<file path="src/rtl/ring_monitor_pkg.sv">
// ring_monitor_pkg: shared FSM encoding and ring-word helpers for ring counter consumers
package ring_monitor_pkg;

   localparam logic [1:0] ST_UNLOCKED = 2'd0;
   localparam logic [1:0] ST_LOCKED   = 2'd1;
   localparam logic [1:0] ST_FAULT    = 2'd2;

   localparam int RING_MAX_W = 64;

   // Rotate right by one within the low w bits: bit i <- bit i+1, top bit <- bit 0.
   function automatic logic [RING_MAX_W-1:0] rotr(input logic [RING_MAX_W-1:0] v, input int w);
      logic [RING_MAX_W-1:0] r;
      r = '0;
      for (int i = 0; i < RING_MAX_W - 1; i++)
         if (i < w - 1) r[i] = v[i+1];
      r[w-1] = v[0];
      return r;
   endfunction

endpackage

</file>
<file path="src/rtl/ring_monitor_if.sv">
// ring_monitor_if: ring word in, monitor status out
interface ring_monitor_if #(
   parameter int WIDTH = 4,
   parameter int CNT_W = 8,
   parameter int IDX_W = $clog2(WIDTH)
);
   logic [WIDTH-1:0] ring_in;
   logic             clr_err;
   logic [IDX_W-1:0] idx;
   logic             valid;
   logic             locked;
   logic             err;
   logic [CNT_W-1:0] rot_cnt;
   logic [CNT_W-1:0] err_cnt;

   modport master (output ring_in, clr_err, input idx, valid, locked, err, rot_cnt, err_cnt);
   modport slave  (input ring_in, clr_err, output idx, valid, locked, err, rot_cnt, err_cnt);
endinterface

</file>
<file path="src/rtl/ring_monitor_onehot_enc.sv">
// onehot_enc: flags a one-hot word and encodes its hot bit to a binary index
module onehot_enc #(
   parameter int WIDTH = 4,
   parameter int IDX_W = $clog2(WIDTH)
) (
   input  logic [WIDTH-1:0] vec_i,
   output logic             onehot_o,
   output logic [IDX_W-1:0] idx_o
);

   assign onehot_o = (vec_i != '0) && ((vec_i & (vec_i - WIDTH'(1))) == '0);

   // OR-encode set bit positions; exact whenever the word is one-hot
   always_comb begin
      idx_o = '0;
      for (int i = 0; i < WIDTH; i++)
         if (vec_i[i]) idx_o = idx_o | IDX_W'(i);
   end

endmodule

</file>
<file path="src/rtl/ring_monitor.sv">
// ring_monitor: checks a rotating one-hot ring, encodes its phase, tracks lock/fault
module ring_monitor #(
   parameter int WIDTH  = 4,
   parameter int LOCK_N = 3,
   parameter int CNT_W  = 8
) (
   input logic           clk,
   input logic           rst,
   ring_monitor_if.slave bus
);
   import ring_monitor_pkg::*;

   localparam int IDX_W = $clog2(WIDTH);
   localparam int RUN_W = $clog2(LOCK_N + 1);

   logic [WIDTH-1:0] s_q, p_q, expected;
   logic             prev_ok_q, onehot, good, wrap;
   logic [IDX_W-1:0] enc_idx, idx_q;
   logic             valid_q, locked_q;
   logic [1:0]       state_q, state_d;
   logic [RUN_W-1:0] run_q, run_d;
   logic             err_q, err_d;
   logic [CNT_W-1:0] rot_q, rot_d, errc_q, errc_d;

   onehot_enc #(.WIDTH(WIDTH), .IDX_W(IDX_W)) u_enc (
      .vec_i   (s_q),
      .onehot_o(onehot),
      .idx_o   (enc_idx)
   );

   assign expected = WIDTH'(rotr(RING_MAX_W'(p_q), WIDTH));
   assign good     = onehot && prev_ok_q && (s_q == expected);
   assign wrap     = p_q[0];

   // Lock/fault sequencing and counters on stage-2 data
   always_comb begin
      state_d = state_q;
      run_d   = run_q;
      err_d   = err_q;
      rot_d   = rot_q;
      errc_d  = errc_q;
      case (state_q)
         ST_UNLOCKED: begin
            err_d = err_q & ~bus.clr_err;
            run_d = good ? run_q + RUN_W'(1) : '0;
            if (good && run_q == RUN_W'(LOCK_N - 1)) begin
               state_d = ST_LOCKED;
               run_d   = '0;
            end
         end
         ST_LOCKED: begin
            if (good) begin
               err_d = err_q & ~bus.clr_err;
               rot_d = wrap ? rot_q + CNT_W'(1) : rot_q;
            end else begin
               state_d = ST_FAULT;
               err_d   = 1'b1;
               errc_d  = &errc_q ? errc_q : errc_q + CNT_W'(1);
            end
         end
         ST_FAULT: begin
            if (bus.clr_err) begin
               state_d = ST_UNLOCKED;
               err_d   = 1'b0;
               run_d   = '0;
            end
         end
         default: state_d = ST_UNLOCKED;
      endcase
   end

   // Two-stage sample pipeline plus FSM/counter state
   always_ff @(posedge clk) begin
      if (rst) begin
         s_q       <= '0;
         p_q       <= '0;
         prev_ok_q <= 1'b0;
         valid_q   <= 1'b0;
         idx_q     <= '0;
         locked_q  <= 1'b0;
         state_q   <= ST_UNLOCKED;
         run_q     <= '0;
         err_q     <= 1'b0;
         rot_q     <= '0;
         errc_q    <= '0;
      end else begin
         s_q       <= bus.ring_in;
         p_q       <= s_q;
         prev_ok_q <= onehot;
         valid_q   <= onehot;
         if (onehot) idx_q <= enc_idx;
         locked_q  <= state_d == ST_LOCKED;
         state_q   <= state_d;
         run_q     <= run_d;
         err_q     <= err_d;
         rot_q     <= rot_d;
         errc_q    <= errc_d;
      end
   end

   assign bus.idx     = idx_q;
   assign bus.valid   = valid_q;
   assign bus.locked  = locked_q;
   assign bus.err     = err_q;
   assign bus.rot_cnt = rot_q;
   assign bus.err_cnt = errc_q;

endmodule

</file>
<file path="src/flat_wrapper.sv">
// flat-port wrapper written by rule: the top's interface ports become plain ports
module ring_monitor_flat import ring_monitor_pkg::*;
#(
   parameter int WIDTH  = 4,
   parameter int LOCK_N = 3,
   parameter int CNT_W  = 8
)
  (clk, rst, bus_ring_in, bus_clr_err, bus_idx, bus_valid, bus_locked, bus_err, bus_rot_cnt, bus_err_cnt);
  ring_monitor_if #(.WIDTH(WIDTH), .CNT_W(CNT_W)) bus_i ();
  input logic clk;
  input logic rst;
  input wire logic [$bits(bus_i.ring_in)-1:0] bus_ring_in;
  input wire logic [$bits(bus_i.clr_err)-1:0] bus_clr_err;
  output wire logic [$bits(bus_i.idx)-1:0] bus_idx;
  output wire logic [$bits(bus_i.valid)-1:0] bus_valid;
  output wire logic [$bits(bus_i.locked)-1:0] bus_locked;
  output wire logic [$bits(bus_i.err)-1:0] bus_err;
  output wire logic [$bits(bus_i.rot_cnt)-1:0] bus_rot_cnt;
  output wire logic [$bits(bus_i.err_cnt)-1:0] bus_err_cnt;
  assign bus_i.ring_in = bus_ring_in;
  assign bus_i.clr_err = bus_clr_err;
  assign bus_idx = bus_i.idx;
  assign bus_valid = bus_i.valid;
  assign bus_locked = bus_i.locked;
  assign bus_err = bus_i.err;
  assign bus_rot_cnt = bus_i.rot_cnt;
  assign bus_err_cnt = bus_i.err_cnt;
  ring_monitor #(.WIDTH(WIDTH), .LOCK_N(LOCK_N), .CNT_W(CNT_W)) u_core (.clk(clk), .rst(rst), .bus(bus_i));
endmodule
</file>
<file path="config.mk">
export PLATFORM = sky130hd
export DESIGN_NAME = ring_monitor_flat
export DESIGN_NICKNAME = d
export VERILOG_FILES = /design/src/rtl/ring_monitor_pkg.sv /design/src/rtl/ring_monitor_if.sv /design/src/rtl/ring_monitor_onehot_enc.sv /design/src/rtl/ring_monitor.sv /design/src/flat_wrapper.sv
export SDC_FILE = /design/constraint.sdc
export NUM_CORES = 1
export LEC_CHECK = 0
export BUFFER_PORTS_ARGS = -buffer_cell sky130_fd_sc_hd__buf_2
export CORE_MARGIN = 4
export CORE_UTILIZATION = 52
export CTS_BUF_LIST = sky130_fd_sc_hd__clkbuf_2 sky130_fd_sc_hd__clkbuf_4 sky130_fd_sc_hd__clkbuf_8
export DETAILED_ROUTE_END_ITERATION = 10
export PLACE_DENSITY = 0.75
export SETUP_SLACK_MARGIN = 0.15
export SLEW_MARGIN = 20
export SYNTH_ARGS = -nofsm -noshare
export SYNTH_HDL_FRONTEND = slang
export SYNTH_SLANG_ARGS = --single-unit
</file>
<file path="constraint.sdc">
create_clock -name clk -period 2.85 [get_ports clk]
set_clock_uncertainty 0.15 [all_clocks]
set_input_delay 0.285 -clock clk [delete_from_list [all_inputs] [get_ports clk]]
set_output_delay 0.285 -clock clk [all_outputs]
set_load 0.005 [all_outputs]
</file>
==> results.py, run 1 <==
metrics = {
    "floorplan": {
        "num_rows": 19,
        "boundaryPins": 28,
        "die_area_um2": 4067,
        "die_w_um": 63.78,
        "die_h_um": 63.78,
        "start_util": 0.5671,
        "core_um2": 2853,
    },
    "finish": {
        "final_common_cell": "dfxtp_1",
        "diodes": 0,
        "final_cell_mix": "dfxtp_1, buf_2, nor2b_1",
        "area.growth.synth_to_final_pct": 11.83,
        "layout-drive-gt1-share": 0.2039,
        "nets": 219,
    },
    "power": {
        "p_per_area_nw_per_um2": 438.0,
        "ir_drop_uv": 326.4,
        "leakagePower_nw": 0.7730,
        "total_power_uw": 792.5,
        "swShare": 0.2447,
        "p_seq_frac": 0.607,
        "internal-power_uw": 598.5,
        "power_frac_comb": 0.067,
        "power_switching_uw": 193.9,
        "p_clk_frac": 0.326,
    },
    "route": {
        "firstDrtPassIters": 4,
        "vias": 1326,
        "wl_per_cell_um": 12.61,
        "drt-total-wl_um": 2989,
        "dr.first_iter.drc_count": 83,
        "drc_errors": 0,
        "antenna_left": 0,
        "vias_per_cell": 5.595,
    },
    "worst_setup_path": {
        "cp.arrival_ns": 2.33,
        "worstPathMaxFanout": 20,
        "cp.required_ns": 2.93,
        "cp-start-kind": "flop",
        "crit_type": "reg -> reg",
        "startpoint": "u_core.s_q[1]",
        "rr_startpoint": "u_core.s_q[1]",
        "critPathCaptureType": "flop",
    },
    "outcome": {
        "status": "finished, final reports clean",
    },
    "clock_network": {
        "htree_levels": 2,
        "cts_tree": "built",
        "cts_resized": 0,
        "postCtsSetupRepairBufs": 0,
        "root_buffer": "clkbuf_4",
        "cts_sinks": 33,
        "clk_pin_slew_ns": 0.10,
        "clk_latency_ns": 0.34,
        "cts_buffers": 5,
        "cts_buffer_depth": 2,
    },
    "grt": {
        "top_usage_layer": "met2",
        "grt_pass1_vias": 1263,
        "grt.met2_usage": 0.2881,
        "grt_max_degree": 37,
        "grt-ovfl-total": 0,
        "grt_use_met1": 0.1745,
        "grt_use_total": 0.1626,
        "met3_usage": 0.04904,
        "grt_pass1_wl_um": 5313,
        "antenna_found_initial": 0,
    },
    "yosys": {
        "synth_area_per_cell_um2": 9.038,
        "synthArstFlopShare": 0,
        "synthesis.area_um2": 1618,
        "seq_area_frac_synth": 0.4084,
        "yosys_warnings": 0,
        "synthFlopType": "dfxtp_1",
        "synth.distinct_cells": 37,
        "synth_edf_count": 0,
        "syn_inst": 179,
        "syn_nets": 193,
        "ys_ff_latch": 33,
    },
    "timing": {
        "max_slew_margin": 0.6104,
        "finalWorstSetupSlack_ns": 0.5978,
        "period_needed_ns": 2.252,
        "worst_slew_pin_slew_ns": 0.5843,
        "rsz0062_at_grt": "no",
        "fin_crit_sh": 0.7902,
        "max_freq_mhz": 444.0,
        "hold_slack_ns": 0.2338,
        "setup_viol": 0,
        "drv_slew": 0,
        "final_hold_viol_count": 0,
        "finalSetupTns_ns": 0,
    },
    "placement": {
        "pre_cts_ws_ns": 0.6389,
        "io_buffers": 27,
        "place_congestion": 0.8650,
        "hpwl_um": 2147,
    },
    "worst_hold_path": {
        "hold_path.class": "in -> reg",
        "hp-start": "bus_clr_err",
    },
    "run": {
        "drv_cap": 0,
    },
}
-- area by class of cell --
| type | count | area (µm²) |
|---|---|---|
| Fill cell | 248 | 1044 |
| Multi-Input combinational cell | 129 | 860.8 |
| Sequential cell | 33 | 660.6 |
| Timing Repair Buffer | 31 | 175.2 |
| Clock buffer | 6 | 45.04 |
| Tap cell | 31 | 38.79 |
| Inverter | 5 | 18.77 |
| Clock inverter | 2 | 10.01 |
-- metal layers --
layer,up-vias,routed length (µm)
met4,0,63
met1,602,1283
met5,-,0
met3,8,146
li1,685,-
met2,31,1496
-- power by group through the flow --
stage	registers (mW)	clock network, mW	logic (mW)
after floorplan	0.487	0	0.0468
after global placement	0.491	0	0.0478
after detailed placement	0.492	0	0.0494
after CTS	0.481	0.266	0.0538
after global routing	0.483	0.283	0.0592
final	0.481	0.258	0.0531
-- per-stage QoR --
stage	cell area, µm²	cells	util
after global placement	1714	225	0.6009
after floorplan	1618	179	-
after CTS	1809	237	0.6342
after global routing	1809	237	0.6342
after detailed placement	1714	225	0.6009
final	1809	237	0.6342
-- Yosys cell counts, types with 2 or more instances --
cell type  instances  share of area
ha_1               7          0.054
nor2b_1           18          0.070
nor2_1            13          0.030
xor2_1             5          0.027
o21ai_0            8          0.025
a22oi_1            2         0.0093
o31ai_1            3          0.014
clkbuf_1           6          0.014
or3_1              5          0.019
buf_2              2         0.0062
and3_1             4          0.015
or3b_2             2          0.011
xnor2_1            5          0.027
a211o_1            2          0.011
a31oi_1            2         0.0077
nand3_1            3         0.0093
dfxtp_1           33           0.41
nor4_1             2         0.0077
a21oi_1           11          0.034
mux2_2             2          0.014
mux2i_1            2          0.012
or4_1              4          0.019
nand2_1            8          0.019
nor4b_1            3          0.016
buf_6              4          0.028
nand2b_1           2         0.0077
nand4_1            7          0.027
inv_1              5          0.012
-- state kept, by name, summed over array words and instances, names as in the netlist, 2 cells and up --
register / flops
u_core.bus.idx: 2
u_core.state_q: 2
u_core.s_q: 4
u_core.run_q: 2
u_core.bus.rot_cnt: 8
u_core.bus.err_cnt: 8
u_core.p_q: 4
-- cells by family after synthesis --
kind of cell | share of synthesized area
AOI/OAI and AO/OA | 0.1152
buffers and inverters | 0.05955
and+or+nand+nor | 0.2823
DFF | 0.4084
xor gates and xnor gates | 0.05414
adders and majority gates | 0.05414
muxes | 0.02629
-- repair_timing --
item,in CTS,in global routing
endpoints found under the hold margin,4,0
endpoints found under the setup margin,0,0
hold buffers,4,0
-- critical path, stage by stage (launching register included) --
cell and delay [ns]:
dfxtp_1 0.48, nor2_1 0.09, a211o_1 0.42, and4_4 0.28, nor4b_1 0.34, mux2_2 0.38
-- final timing paths --
kind,endpoint,slack [ns],depth (start not counted)
worst min register to register,u_core.bus.err,0.32,2
worst max register to register,u_core.bus.err_cnt[4],0.60,5
worst min-delay path,u_core.bus.err,0.23,4
worst max-delay path,u_core.bus.err_cnt[4],0.60,5
Power figures use the tool's default switching activity.
==> inputs of run 2 (changes only) <==
PLACE_DENSITY = 0.78   (was 0.75)
clock period = 1.9 ns   (was 2.85 ns; I/O delays follow)
==> run 2 against run 1 <==
Against the previous run:
- the run now ends with setup timing left
- flip-flop and latch count unchanged
- die area unchanged
- clock power up 62%
- sequential power up 50%
- total power up 60%
- non-clock buffer count up 15
- critical path depth up 1
- combinational power up 130%
==> results.py, run 2 (synthesis gave the netlist of run 1 again) <==
metrics = {
    "floorplan": {
        "die_w_um": 63.78,
        "core_um2": 2853,
        "num_rows": 19,
        "boundaryPins": 28,
        "die_area_um2": 4067,
        "die_h_um": 63.78,
        "start_util": 0.5671,
    },
    "timing": {
        "drv_slew": 0,
        "finalWorstSetupSlack_ns": -0.04707,
        "max_slew_margin": 0.5682,
        "setup_viol": 5,
        "worst_slew_pin_slew_ns": 0.6478,
        "max_freq_mhz": 513.6,
        "period_needed_ns": 1.947,
        "fin_crit_sh": 1.025,
        "final_hold_viol_count": 0,
        "rsz0062_at_grt": "yes",
        "finalSetupTns_ns": -0.1430,
    },
    "finish": {
        "fin_area_um2": 2103,
        "final_cells": 252,
        "nets": 235,
        "layout-drive-gt1-share": 0.3891,
        "final_cell_mix": "buf_2, dfxtp_1, nor2b_1",
        "diodes": 0,
        "final_common_cell": "buf_2",
        "fillers": 207,
        "area.growth.synth_to_final_pct": 30.01,
    },
    "worst_setup_path": {
        "crit_type": "reg -> reg",
        "cp_slowest_cell": "dfxtp_4",
        "reg2reg_depth": 6,
        "cp.required_ns": 1.97,
        "worstPathMaxFanout": 8,
        "crit_buf_inv": 1,
        "cp_cell_sequence": "xor2_1, a211o_1, and4_4, buf_4, nor4_4, mux2_4",
        "cpLargestDelayFamily": "flip-flops",
        "critPathCaptureType": "flop",
        "cp-start-kind": "flop",
        "critPathMaxStageDelay_ns": 0.38,
        "crit_cells": 6,
        "cp.arrival_ns": 2.02,
    },
    "placement": {
        "dp_cells": 235,
        "place_congestion": 0.8056,
        "place_area_um2": 1802,
        "io_buffers": 27,
        "hpwl_um": 2496,
    },
    "clock_network": {
        "cts_buffers": 5,
        "clk_latency_ns": 0.34,
        "cts_buffer_depth": 2,
        "htree_levels": 2,
        "cts_tree": "built",
        "cts_sinks": 33,
        "root_buffer": "clkbuf_4",
        "clk_pin_slew_ns": 0.10,
    },
    "route": {
        "vias_per_cell": 5.873,
        "antenna_left": 0,
        "drt-total-wl_um": 3940,
        "firstDrtPassIters": 4,
        "drc_errors": 0,
        "dr.first_iter.drc_count": 81,
        "wl_per_cell_um": 15.63,
        "vias": 1480,
    },
    "worst_hold_path": {
        "whs_path_depth": 4,
        "hold_path.class": "in -> reg",
    },
    "power": {
        "total_power_mw": 1.264,
        "ir_drop_uv": 368.0,
        "internal-power_uw": 956.5,
        "p_per_area_nw_per_um2": 601.0,
        "swShare": 0.2433,
        "power_switching_uw": 307.6,
        "p_seq_frac": 0.570,
        "leakagePower_nw": 0.8736,
        "p_clk_frac": 0.332,
        "power_frac_comb": 0.098,
    },
    "grt": {
        "antenna_found_initial": 0,
        "grt_use_total": 0.2055,
        "grt-ovfl-total": 0,
        "grt_pass1_vias": 1485,
        "grt_max_degree": 37,
        "grt_pass1_wl_um": 6582,
    },
    "outcome": {
        "violations": "setup timing",
        "status": "complete, but fails checks",
    },
    "run": {
        "drv_cap": 0,
    },
}
## run 2: cell types whose count changed in the layout (fill, tap and decap cells not counted), moves of 3 or more
cell and delta:
a21oi_1 -3, nor4b_1 -3, ha_1 -3, dfxtp_4 +3, buf_6 +4, dfxtp_2 +6, dfxtp_1 -9, a21oi_2 +3
buf_4 +11
## run 2: timing repair
item                                   4_1_cts  5_1_grt
cloned                                       1        0
gates resized for setup                     12       28
pin swaps                                    3        8
setup endpoints to repair                   20       22
hold buffers                                 4        0
endpoints found under the hold margin        4        0
setup buffers                                1        4
## run 2: worst paths after layout
check | from | endpoint | slack (ns)
hold reg to reg | u_core.bus.err | u_core.bus.err | 0.33
setup / recovery | u_core.s_q[3] | u_core.bus.err_cnt[6] | -0.05
setup reg to reg | u_core.s_q[3] | u_core.bus.err_cnt[6] | -0.05
hold / removal | bus_clr_err | u_core.bus.err | 0.17
## run 2: layout make-up
class	instances	area [µm²]	share of cell area
clock buffer	7	58.81	0.02796
inverter	5	18.77	0.008923
multi-input combinational	130	1005	0.4777
sequential	33	679.4	0.3230
tap	31	38.79	0.01844
timing repair buffer	46	302.8	0.1440
## run 2: layer usage
| layer | wire [µm] | GRT usage | part of all wire | up-vias |
|---|---|---|---|---|
| met1 | 1613 | 0.2172 | 0.41 | 707 |
| met4 | 76 | 0.08086 | 0.019 | 0 |
| met5 | 0 | 0 | 0 | - |
| met3 | 173 | 0.07180 | 0.044 | 10 |
| li1 | - | - | - | 718 |
| met2 | 2077 | 0.3729 | 0.53 | 45 |
## run 2: worst reg2reg max path, stage by stage, from the launching register on
cell	delay [ns]
dfxtp_4	0.38
xor2_1	0.17
a211o_1	0.30
and4_4	0.23
buf_4	0.15
nor4_4	0.14
mux2_4	0.33
## run 2: power by group through the flow
| stage | Clock (mW) | Combinational [mW] | Sequential, mW |
|---|---|---|---|
| 3_5_place_dp | 0 | 0.0943 | 0.735 |
| 3_3_place_gp | 0 | 0.0918 | 0.734 |
| 5_1_grt | 0.467 | 0.134 | 0.723 |
| 2_1_floorplan | 0 | 0.0710 | 0.731 |
| 6_report | 0.419 | 0.124 | 0.721 |
| 4_1_cts | 0.416 | 0.107 | 0.721 |
## run 2: metrics by stage
step / hold WS [ns] / utilization / setup slack (ns)
floorplan: 0.1682 / - / -0.1848
global placement: 0.2519 / 0.6316 / 0.007033
detailed placement: 0.2592 / 0.6316 / -0.05697
CTS: 0.1659 / 0.6899 / -0.02830
global route: 0.2021 / 0.7373 / -0.1340
finish: 0.1672 / 0.7373 / -0.04707
==> inputs of run 3 (changes only) <==
--- a/config.mk
+++ b/config.mk
@@ -8,11 +8,12 @@
 export BUFFER_PORTS_ARGS = -buffer_cell sky130_fd_sc_hd__buf_2
 export CORE_MARGIN = 4
-export CORE_UTILIZATION = 52
+export CORE_UTILIZATION = 51
 export CTS_BUF_LIST = sky130_fd_sc_hd__clkbuf_2 sky130_fd_sc_hd__clkbuf_4 sky130_fd_sc_hd__clkbuf_8
 export DETAILED_ROUTE_END_ITERATION = 10
-export PLACE_DENSITY = 0.78
+export PLACE_DENSITY = 0.77
 export SETUP_SLACK_MARGIN = 0.15
 export SLEW_MARGIN = 20
 export SYNTH_ARGS = -nofsm -noshare
 export SYNTH_HDL_FRONTEND = slang
+export SYNTH_HIERARCHICAL = 1
 export SYNTH_SLANG_ARGS = --single-unit
==> constraint.sdc (replaced) <==
create_clock -name clk -period 1.9 [get_ports clk]
set_clock_uncertainty 0.15 [all_clocks]
set_input_delay 0.19 -clock clk [delete_from_list [all_inputs] [get_ports clk]]
set_output_delay 0.19 -clock clk [all_outputs]
set_load 0.01 [all_outputs]
==> run 3 against run 2 <==
Against the previous run:
- the flow still finishes with violations (setup timing)
- core utilization grew 0.088 points
- critical path depth unchanged
- design area up 0.12%
- count of clock-buffer cells in the layout fell by 1
- sequential power down 0.7%
- cell count increased by 1.2%
- via count is 6.9% lower
- synthesized cell count decreased by 5.0%
==> results.py, run 3 <==
metrics = {
    "outcome": {
        "status": "complete, but fails checks",
        "violations": "setup timing",
    },
    "clock_network": {
        "cts_buffers": 5,
        "clk_latency_ns": 0.33,
        "root_buffer": "clkbuf_4",
        "clk_pin_slew_ns": 0.10,
        "cts_sinks": 33,
        "cts_tree": "built",
        "htree_levels": 2,
        "cts_buffer_depth": 2,
    },
    "finish": {
        "final_common_cell": "dfxtp_1",
        "utilization": 0.7382,
        "area.growth.synth_to_final_pct": 33.15,
        "final_cell_mix": "dfxtp_1, buf_2, nor2_1",
        "nets": 237,
        "fillers": 212,
        "fin_area_um2": 2106,
        "diodes": 0,
        "final_cells": 255,
        "layout-drive-gt1-share": 0.3661,
    },
    "yosys": {
        "syn_inst": 170,
        "yosysTopAreaCell": "dfxtp_1",
        "ys_top_cells_by_count": "dfxtp_1, nor2_1, a21oi_1, nor2b_1, xor2_1",
        "synthFlopType": "dfxtp_1",
        "yosys_warnings": 6,
        "synth_area_per_cell_um2": 9.303,
        "yosysMostFrequentCell": "dfxtp_1",
        "synth.distinct_cells": 35,
        "seq_area_frac_synth": 0.4177,
        "yosysTopAreaCellShare": 0.4177,
        "syn_nets": 184,
        "ys_ff_latch": 33,
        "synthArstFlopShare": 0,
        "ys_top_cells_by_area": "dfxtp_1, ha_1, xor2_1",
        "synth_edf_count": 0,
        "synthesis.area_um2": 1582,
    },
    "power": {
        "swShare": 0.2478,
        "power_frac_comb": 0.119,
        "power_switching_uw": 308.3,
        "leakagePower_nw": 0.9044,
        "p_clk_frac": 0.306,
        "total_power_mw": 1.244,
        "p_seq_frac": 0.575,
        "ir_drop_uv": 586.2,
        "internal-power_uw": 936.0,
        "p_per_area_nw_per_um2": 590.9,
    },
    "route": {
        "antenna_left": 0,
        "vias_per_cell": 5.404,
        "drc_errors": 0,
        "wl_per_cell_um": 13.71,
        "firstDrtPassIters": 4,
        "dr.first_iter.drc_count": 68,
        "drt-total-wl_um": 3497,
        "vias": 1378,
    },
    "worst_hold_path": {
        "hp-start": "rst",
        "whs_path_depth": 2,
        "min_to": "u_core/bus.rot_cnt[6]",
        "hold_path.class": "in -> reg",
    },
    "worst_setup_path": {
        "cp_cell_sequence": "or4b_4, o311ai_4, and3_4, nand2_4, or3_4, a21oi_2",
        "worstReg2RegEnd": "u_core/run_q[1]",
        "cpLargestDelayFamily": "simple AND/OR/NAND/NOR gates",
        "crit_type": "reg -> reg",
        "cp.arrival_ns": 2.17,
        "worstPathMaxFanout": 5,
        "critPathMaxStageDelay_ns": 0.55,
        "cp.required_ns": 2.02,
        "cp-start-kind": "flop",
        "reg2reg_slack_ns": -0.16,
        "rr_startpoint": "u_core/s_q[3]",
        "critPathCaptureType": "flop",
        "reg2reg_depth": 6,
        "cp_slowest_cell": "or4b_4",
        "crit_buf_inv": 0,
    },
    "timing": {
        "finalWorstSetupSlack_ns": -0.1554,
        "final_hold_viol_count": 0,
        "max_slew_margin": 0.7200,
        "period_needed_ns": 2.055,
        "rsz0062_at_grt": "yes",
        "finalSetupTns_ns": -1.994,
        "max_freq_mhz": 486.5,
        "hold_slack_ns": 0.03947,
        "drv_slew": 0,
        "fin_crit_sh": 1.082,
        "worst_slew_pin_slew_ns": 0.4200,
        "setup_viol": 20,
    },
    "floorplan": {
        "core_um2": 2853,
        "die_h_um": 63.69,
        "start_util": 0.5544,
        "die_area_um2": 4056,
        "die_w_um": 63.69,
        "boundaryPins": 28,
        "num_rows": 19,
    },
    "grt": {
        "grt_pass1_wl_um": 5885,
        "grt_pass1_vias": 1346,
        "grt-ovfl-total": 0,
        "antenna_found_initial": 0,
        "grt_max_degree": 21,
        "grt_use_total": 0.1833,
    },
    "placement": {
        "hpwl_um": 2508,
        "pre_cts_ws_ns": -0.1353,
        "place_congestion": 0.8748,
        "place_area_um2": 1916,
        "dp_cells": 239,
        "io_buffers": 27,
    },
    "run": {
        "drv_cap": 0,
    },
}
[run 3: worst register-to-register path: cells and delay by family (launching register included)]
kind            cells  cell delay [ns]
compound gates      2             0.21
flops               1             0.35
simple gates        4             1.29
[run 3: how the worst max path moves through the flow]
stage	startpoint	to	depth (start not counted)
5_1_grt	u_core/s_q[2]	u_core/bus.rot_cnt[3]	7
4_1_cts	u_core/s_q[1]	u_core/run_q[1]	6
2_1_floorplan	u_core/s_q[2]	u_core/run_q[1]	6
3_5_place_dp	u_core/s_q[2]	u_core/bus.rot_cnt[2]	7
3_3_place_gp	u_core/s_q[2]	u_core/bus.rot_cnt[3]	7
6_report	u_core/s_q[3]	u_core/run_q[1]	6
[run 3: area by class of cell]
cell class / count / area [µm²] / area share
timing repair buffer: 52 / 347.8 / 0.1652
clock inverter: 2 / 10.01 / 0.004753
inverter: 7 / 26.28 / 0.01248
clock buffer: 6 / 45.04 / 0.02139
multi-input combinational: 124 / 967.2 / 0.4593
tap: 31 / 38.79 / 0.01842
sequential: 33 / 670.6 / 0.3185
[run 3: what timing repair did]
| action | 4_1_cts | 5_1_grt |
|---|---|---|
| endpoints found under the hold margin | 4 | 0 |
| gates resized for setup | 9 | 8 |
| hold buffers | 4 | 0 |
| pin swaps | 12 | 19 |
| buffers inserted | 3 | 1 |
| endpoints found under the setup margin | 22 | 24 |
[run 3: routing by layer]
layer,vias up,part of all wire,GRT usage
met1,661,0.41,0.1878
li1,694,-,-
met3,2,0.035,0.06217
met2,21,0.55,0.3377
met5,-,0,0
met4,0,0.0066,0.07278
[run 3: logic make-up after synthesis]
family	synth area share
flops	0.4177
buf+inv	0.03481
fa+ha+maj	0.05538
simple gates	0.2611
mux	0.03165
compound gates	0.1163
xor+xnor	0.08307
[run 3: power by group through the flow]
stage / logic [mW] / registers (mW) / clock network [mW]
after floorplan: 0.0765 / 0.735 / 0
final: 0.148 / 0.716 / 0.381
after detailed placement: 0.129 / 0.733 / 0
after CTS: 0.146 / 0.717 / 0.395
after global routing: 0.161 / 0.718 / 0.438
after global placement: 0.125 / 0.732 / 0
